## config.mk

```make
export PLATFORM = sky130hd
export DESIGN_NAME = ram_8_bist
export DESIGN_NICKNAME = d
export VERILOG_FILES = /design/src/rtl/ram_8_bist.sv
export SDC_FILE = /design/constraint.sdc
export NUM_CORES = 1
export LEC_CHECK = 0
export BUFFER_PORTS_ARGS = -buffer_cell sky130_fd_sc_hd__buf_2
export CORE_MARGIN = 2
export CORE_UTILIZATION = 25
export CTS_BUF_LIST = sky130_fd_sc_hd__clkbuf_16
export DETAILED_ROUTE_END_ITERATION = 8
export SLEW_MARGIN = 20
export SYNTH_ARGS = -nofsm -noshare
export SYNTH_HDL_FRONTEND = slang
export SYNTH_SLANG_ARGS = --single-unit
```

## constraint.sdc

```tcl
create_clock -name clk -period 3.4 [get_ports clk]
set_clock_uncertainty 0.1 [all_clocks]
set_input_delay 0.68 -clock clk [delete_from_list [all_inputs] [get_ports clk]]
set_output_delay 0.68 -clock clk [all_outputs]
set_load 0.03 [all_outputs]
```

## src/rtl/ram_8_bist.sv

```systemverilog
// ram_8_bist: march-style self-test master for one ram_8 (write pattern, read back, repeat inverted)
module ram_8_bist #(
    parameter int WIDTH  = 16,
    parameter int PASSES = 2
) (
    input  logic             clk,
    input  logic             reset,
    input  logic             start,
    input  logic [WIDTH-1:0] mem_out,
    output logic [WIDTH-1:0] mem_in,
    output logic [2:0]       mem_addr,
    output logic             mem_load,
    output logic             busy,
    output logic             done,
    output logic             valid,
    output logic             pass,
    output logic [2:0]       fail_addr,
    output logic [WIDTH-1:0] fail_data
);
    typedef enum logic [1:0] {IDLE, WRITE, READ, DONE} state_t;
    localparam logic K_LAST = 1'(PASSES - 1);
    state_t           state, state_nx;
    logic [2:0]       a, a_nx;
    logic             k, k_nx;
    logic [WIDTH-1:0] pat, exp_w;
    logic             mismatch, last_read;
    // fixed per-address pattern; the inverted pass flips every bit
    always_comb begin
        pat = '0;
        case (a)
            3'd0: pat = WIDTH'(16'h0000);
            3'd1: pat = WIDTH'(16'hFFFF);
            3'd2: pat = WIDTH'(16'h00FF);
            3'd3: pat = WIDTH'(16'hFF00);
            3'd4: pat = WIDTH'(16'h0F0F);
            3'd5: pat = WIDTH'(16'hF0F0);
            3'd6: pat = WIDTH'(16'h3333);
            default: pat = WIDTH'(16'hCCCC);
        endcase
        exp_w     = k ? ~pat : pat;
        mismatch  = mem_out != exp_w;
        last_read = (a == 3'd7) && (k == K_LAST);
    end
    // next-state logic and Moore outputs toward the RAM
    always_comb begin
        state_nx = state;
        a_nx     = a;
        k_nx     = k;
        case (state)
            IDLE: if (start) begin
                state_nx = WRITE;
                a_nx     = '0;
                k_nx     = 1'b0;
            end
            WRITE: begin
                a_nx = a + 3'd1;
                if (a == 3'd7) state_nx = READ;
            end
            READ: if (mismatch) state_nx = DONE;
            else begin
                a_nx = a + 3'd1;
                if (last_read) state_nx = DONE;
                else if (a == 3'd7) begin
                    state_nx = WRITE;
                    k_nx     = 1'b1;
                end
            end
            default: state_nx = IDLE;
        endcase
        mem_load = state == WRITE;
        mem_in   = state == WRITE ? exp_w : '0;
        busy     = state == WRITE || state == READ;
        mem_addr = busy ? a : 3'd0;
        done     = state == DONE;
    end
    // control state; reset drops mem_load immediately via state=IDLE
    always_ff @(posedge clk or posedge reset) begin
        if (reset) begin
            state <= IDLE;
            a     <= '0;
            k     <= 1'b0;
        end else begin
            state <= state_nx;
            a     <= a_nx;
            k     <= k_nx;
        end
    end
    // result registers: cleared on an accepted start, captured on the way into DONE
    always_ff @(posedge clk or posedge reset) begin
        if (reset) begin
            valid     <= 1'b0;
            pass      <= 1'b0;
            fail_addr <= '0;
            fail_data <= '0;
        end else if (state == IDLE && start) begin
            valid     <= 1'b0;
            pass      <= 1'b0;
            fail_addr <= '0;
            fail_data <= '0;
        end else if (state == READ && mismatch) begin
            valid     <= 1'b1;
            pass      <= 1'b0;
            fail_addr <= a;
            fail_data <= mem_out;
        end else if (state == READ && last_read) begin
            valid <= 1'b1;
            pass  <= 1'b1;
        end
    end
endmodule

```

After elaboration in Yosys (flattened, before gate mapping)
Index checks and enable logic that the tools add are counted.
- bits in registers: 27
- input port bits: 19
- word-level logic and storage cells: 67
- bitwise gates (word level): 1
- $add $sub $neg: 1
- equality and inequality tests: 17
- reductions and logical operators: 14
- mux-type cells: 27
- operators with widths (operator ; count):
    $pmux 16 s7 ; 1
    $mux 16 ; 4
    $ne 16x16->1 ; 1
    $not 16->16 ; 1
    $mux 3 ; 5
    $eq 3x3->1 const B ; 4
    $mux 2 ; 5
    $mux 1 ; 9
    $pmux 3 s3 ; 1
    $ne 2x2->1 const B ; 4
    $eq 3x2->1 const B ; 2
    $pmux 2 s3 ; 1
    $reduce_and 3->1 ; 2
    $reduce_bool 3->1 ; 2
    $reduce_and 5->1 ; 1
    $eq 2x2->1 const B ; 2
    $logic_and 1x1->1 ; 4
    $ne 4x4->1 const B ; 1
    $reduce_bool 2->1 ; 2
    $add 3x1->3 const B ; 1
    $eq 3x1->1 const B ; 1
    $logic_not 3->1 ; 1
    $eq 2x1->1 const B ; 1
    $logic_not 2->1 ; 1
    3 further kinds ; 3

Logic depth before layout (Yosys ltp)
- word-level depth: 8
- depth in mapped cells: 12
- depth with buffers taken out: 8

Worst setup path after synthesis
Ideal clock, no wire load.
- path type: reg-to-output
- from: reg a[1]
- to: out mem_in[11]
- stages on the path, launching flop included: 9
- data arrival time: 2.275 ns
- setup slack: 0.345 ns
- cell sequence: dfrtp_1 inv_1 ha_1 buf_2 mux2_4 a211oi_1 xnor2_1 nor2_1 buf_4
- word-level cells in the longest chain between the ends: 5
- elaborated cells on any way between the ends: 11
- ends and longest elaborated chain (element ; line ; text):
    start, declared ; 23 ; logic [2:0] a, a_nx;
    start signal, assigned ; 84 ; a <= a_nx;
    $eq 3x3->1, or another cell as far along ; 30 ; case (a)
    $pmux 16 s7 (*) ; 30 ;
    $not 16->16 ; 40 ; exp_w = k ? ~pat : pat;
    $mux 16 (*) ; 40 ;
    $mux 16 (*) ; 71 ; mem_in = state == WRITE ? exp_w : '0;
    end, declared ; 10 ; output logic [WIDTH-1:0] mem_in,
Mark *: on every way between the ends. The rest lies on a longest branch, timed or not.

Worst setup path after layout
- from: reg a[1]
- to: reg fail_data[2]
- word-level cells in the longest chain between the ends: 7
- elaborated cells on any way between the ends: 13
- ends and longest elaborated chain (element ; line ; text):
    $eq 3x3->1, or another cell as far along ; 30 ;
    $pmux 16 s7 (*) ; 30 ;
    $not 16->16 ; 40 ;
    $mux 16 (*) ; 40 ;
    $ne 16x16->1 (*) ; 41 ; mismatch = mem_out != exp_w;
    $logic_and 1x1->1 (*) ; 100 ; end else if (state == READ && mismatch) begin
    $reduce_bool 2->1 (no source line) (*) ; -- ;
    end signal, assigned ; 104 ; fail_data <= mem_out;
    end, declared ; 18 ; output logic [WIDTH-1:0] fail_data
Marks and branches as above.
A chain may end at the register's enable or synchronous reset.

==> flow_metrics.env <==
export IMPL_synth_area_mm2=0.002638
export IMPL_port_buffers=61
export IMPL_ir_worst_vdd_uv=486.1
export IMPL_cts_root_buf="sky130_fd_sc_hd__clkbuf_16"
export IMPL_syn2layout_area_growth_pct=16.79
export IMPL_postRouteWirelength_um=8355
export IMPL_synthesis_nets=363
export IMPL_via_count=2778
export IMPL_initial_utilization_pct=25.66
export IMPL_slew_viol_final=0
export IMPL_totalNegativeSetupSlack_ps=0
export IMPL_critPathArrivalTime_ps=3290
export IMPL_netlist_top_cells_area="sky130_fd_sc_hd__dfrtp_1, sky130_fd_sc_hd__a32oi_1, sky130_fd_sc_hd__or4_1, sky130_fd_sc_hd__and3_1, sky130_fd_sc_hd__ha_1"
export IMPL_rsz0062_at_grt="no"
export IMPL_placeable_core_region_mm2=0.01028
export IMPL_synth_largest_area_cell="sky130_fd_sc_hd__dfrtp_1"
export IMPL_worst_slew_margin_rel_pct=59.00
export IMPL_grt_util_all_layers_pct=14.29
export IMPL_cts_buffers=3
export IMPL_antenna_found_initial=0
export IMPL_yosysUniqueCellTypes=59
export IMPL_timing_critical_path_fanout_max=19
export IMPL_die_height_um=106.7
export IMPL_cp_start_kind="register"
export IMPL_placed_cells_incl_taps=503
export IMPL_ys_seq_elements=27
export IMPL_fp_row_count=37
export IMPL_synth_main_ff_cell="sky130_fd_sc_hd__dfrtp_1"
export IMPL_finalSetupViolCount=0
export IMPL_die_x_um=106.7
export IMPL_timing_hold_worst_class="in2async"
export IMPL_floorplan_die_area_mm2=0.01139
export IMPL_fin_cells=507
export IMPL_cts_tree="done"
export IMPL_crit_reg2reg_launch="a[1]"
export IMPL_design_power_total_mw=3.088
export IMPL_hold_violations=0
export IMPL_status="completed"
export IMPL_synth_edf_count=0
export IMPL_tightestPinTransition_ps=614.1
export IMPL_r2r_slack_ps=210
export IMPL_final_period_minus_worst_setup_slack_ps=3186
export IMPL_p_leak_nw=1.385
export IMPL_syn_avg_cell_area_um2=7.897
export IMPL_postSynthCellCount=334
export IMPL_synthArstFlopShare_pct=100.0
export IMPL_route_antenna_remaining_nets=0
export IMPL_worstRegToRegCells=9
export IMPL_worst_endpoint_required_ps=3500
export IMPL_detail_route_iter0_violations=133
export IMPL_maximum_number_of_pins_on_one_net_before_global_route_repair=59
export IMPL_number_of_warnings_reported_in_the_yosys_synthesis_log=0
export IMPL_finish_net_count=401
export IMPL_synth_top_cell_area_share_pct=25.62
export IMPL_post_dp_hpwl_um=6066
export IMPL_vias_per_cell=5.479
export IMPL_n_antenna_cell=0
export IMPL_htree_levels=1
export IMPL_ioPinCount=62
export IMPL_power_density_mw_per_mm2=1003
export IMPL_fin_util_pct=29.97
export IMPL_grt_pass1_vias=2564
export IMPL_worstSkewPairLatency_ps=260
export IMPL_crit_path_cell_trace="inv_1 -> ha_1 -> or3b_1 -> a21oi_1 -> mux4_2 -> or2_1 -> buf_4 -> or4_1 -> nand3_1"
export IMPL_place_congestion=0.7953
export IMPL_clk_pin_slew_ps=80
export IMPL_global_route_wire_length_before_repair_um=13190
export IMPL_min_period_over_period_pct=93.70
export IMPL_drtPass1Iterations=4
export IMPL_crit_path_top_delay_cell="sky130_fd_sc_hd__or4_1"
export IMPL_largest_stage_delay_worst_path_ps=500
export IMPL_drcViolationCount=0
export IMPL_timing_max_cap_violations=0
export IMPL_clk_path_buf_depth=2
export IMPL_fmaxAchievable_ghz=0.3139
export IMPL_share_of_post_route_cells_with_drive_strength_above_1_pct=25.07
export IMPL_critPathCaptureType="register"
export IMPL_post_cts_buffers=0
export IMPL_criticalPathCategory="reg2reg"
export IMPL_grt_ovfl_total=0
export IMPL_crit_reg2reg_capture="fail_data[2]"
export IMPL_yosysSeqAreaShare_pct=25.62
export IMPL_routedWlPerCell_um=16.48
export IMPL_clock_sink_count=27
## report_power, final
part           switching [mW]  internal (mW)  total [mW]
sequential              0.141          0.470       0.611
clock                   0.125          0.159       0.285
combinational            1.43          0.759        2.19
## cell usage in the layout (no fill, tap or decap), drive strengths merged, types with 2 or more instances in the layout
cell,count
buf,72
nand2,31
dfrtp,27
nand3,25
or4,22
o21ai,21
and3,20
a32oi,19
nor2,18
inv,10
ha,10
a21oi,8
xnor2,7
nor3,7
or3,6
and2,6
nand2b,4
nand4,4
or2,4
nor3b,3
o211ai,3
a221oi,3
clkbuf,3
a211oi,3
mux2i,2
nor4,2
nor2b,2
and3b,2
a211o,2
a31oi,2
o311ai,2
o2111ai,2
## routing by layer
metal  part of all wire (%)  GRT usage, %
met4                    1.5         2.968
met3                    4.6         2.128
met1                     45         19.01
met2                     49         24.57
met5                      0             0
## kinds of logic after synthesis
group	Yosys count	synth area share, %
simple gates	159	33.44
compound gates	78	22.15
buf+inv	49	9.535
flops	27	25.62
mux	4	2.182
xor+xnor	7	2.325
fa+ha+maj	10	4.744
## flip-flops by register name, indices dropped and copies added, names as in the netlist
signal and count:
pass 1, valid 1, fail_addr 3, state 2, fail_data 16, a 3, k 1
## cells in the mapped netlist, drive strengths merged (3+ instances only)
cell / number
a211oi: 3
a21oi: 8
a221oi: 3
a32oi: 19
and2: 6
and3: 20
buf: 19
clkbuf: 20
dfrtp: 27
ha: 10
inv: 10
nand2: 31
nand2b: 4
nand3: 25
nand4: 4
nor2: 18
nor3: 7
nor3b: 3
o211ai: 3
o21ai: 21
or2: 4
or3: 6
or4: 22
xnor2: 7
## critical path, delay by kind of cell (launching register included)
| kind | cells | cell delay [ps] |
|---|---|---|
| flip-flops | 1 | 430 |
| adder cells (fa/ha/maj) | 1 | 280 |
| multiplexers | 1 | 340 |
| AO/OA/AOI/OAI | 1 | 220 |
| buffers and inverters | 2 | 370 |
| AND/OR/NAND/NOR | 4 | 1370 |
## timing repair
| action | CTS | global route |
|---|---|---|
| hold buffers | 0 | 0 |
| resized for setup | 0 | 5 |
| endpoints found under the setup margin | 0 | 23 |
## metrics by stage
step	cell area, um^2	setup WS [ps]	hold WS (ps)
floorplan	2638	345.4	456.0
global placement	2982	241.4	446.8
detailed placement	2982	123.6	466.3
CTS	3062	108.9	411.5
global route	3080	17.41	436.8
finish	3080	214.1	375.7
## layout make-up
| cell class | instances | area [um^2] |
|---|---|---|
| Clock buffer | 3 | 75.07 |
| Clock inverter | 1 | 5.005 |
| Fill cell | 1120 | 7197 |
| Inverter | 10 | 37.54 |
| Multi-Input combinational cell | 258 | 1728 |
| Sequential cell | 27 | 676.9 |
| Tap cell | 136 | 170.2 |
| Timing Repair Buffer | 72 | 387.9 |
## worst max path at each step
| stage | from | end | slack [ps] | depth (start not counted) |
|---|---|---|---|---|
| final | a[1] | fail_data[2] | 210 | 9 |
| after global routing | a[1] | fail_data[8] | 20 | 9 |
| after CTS | a[0] | mem_in[6] | 110 | 7 |
| after detailed placement | a[1] | fail_data[6] | 120 | 9 |
| after global placement | a[0] | fail_addr[0] | 240 | 9 |
| after floorplan | a[1] | mem_in[11] | 350 | 8 |
Power figures use the tool's default switching activity.
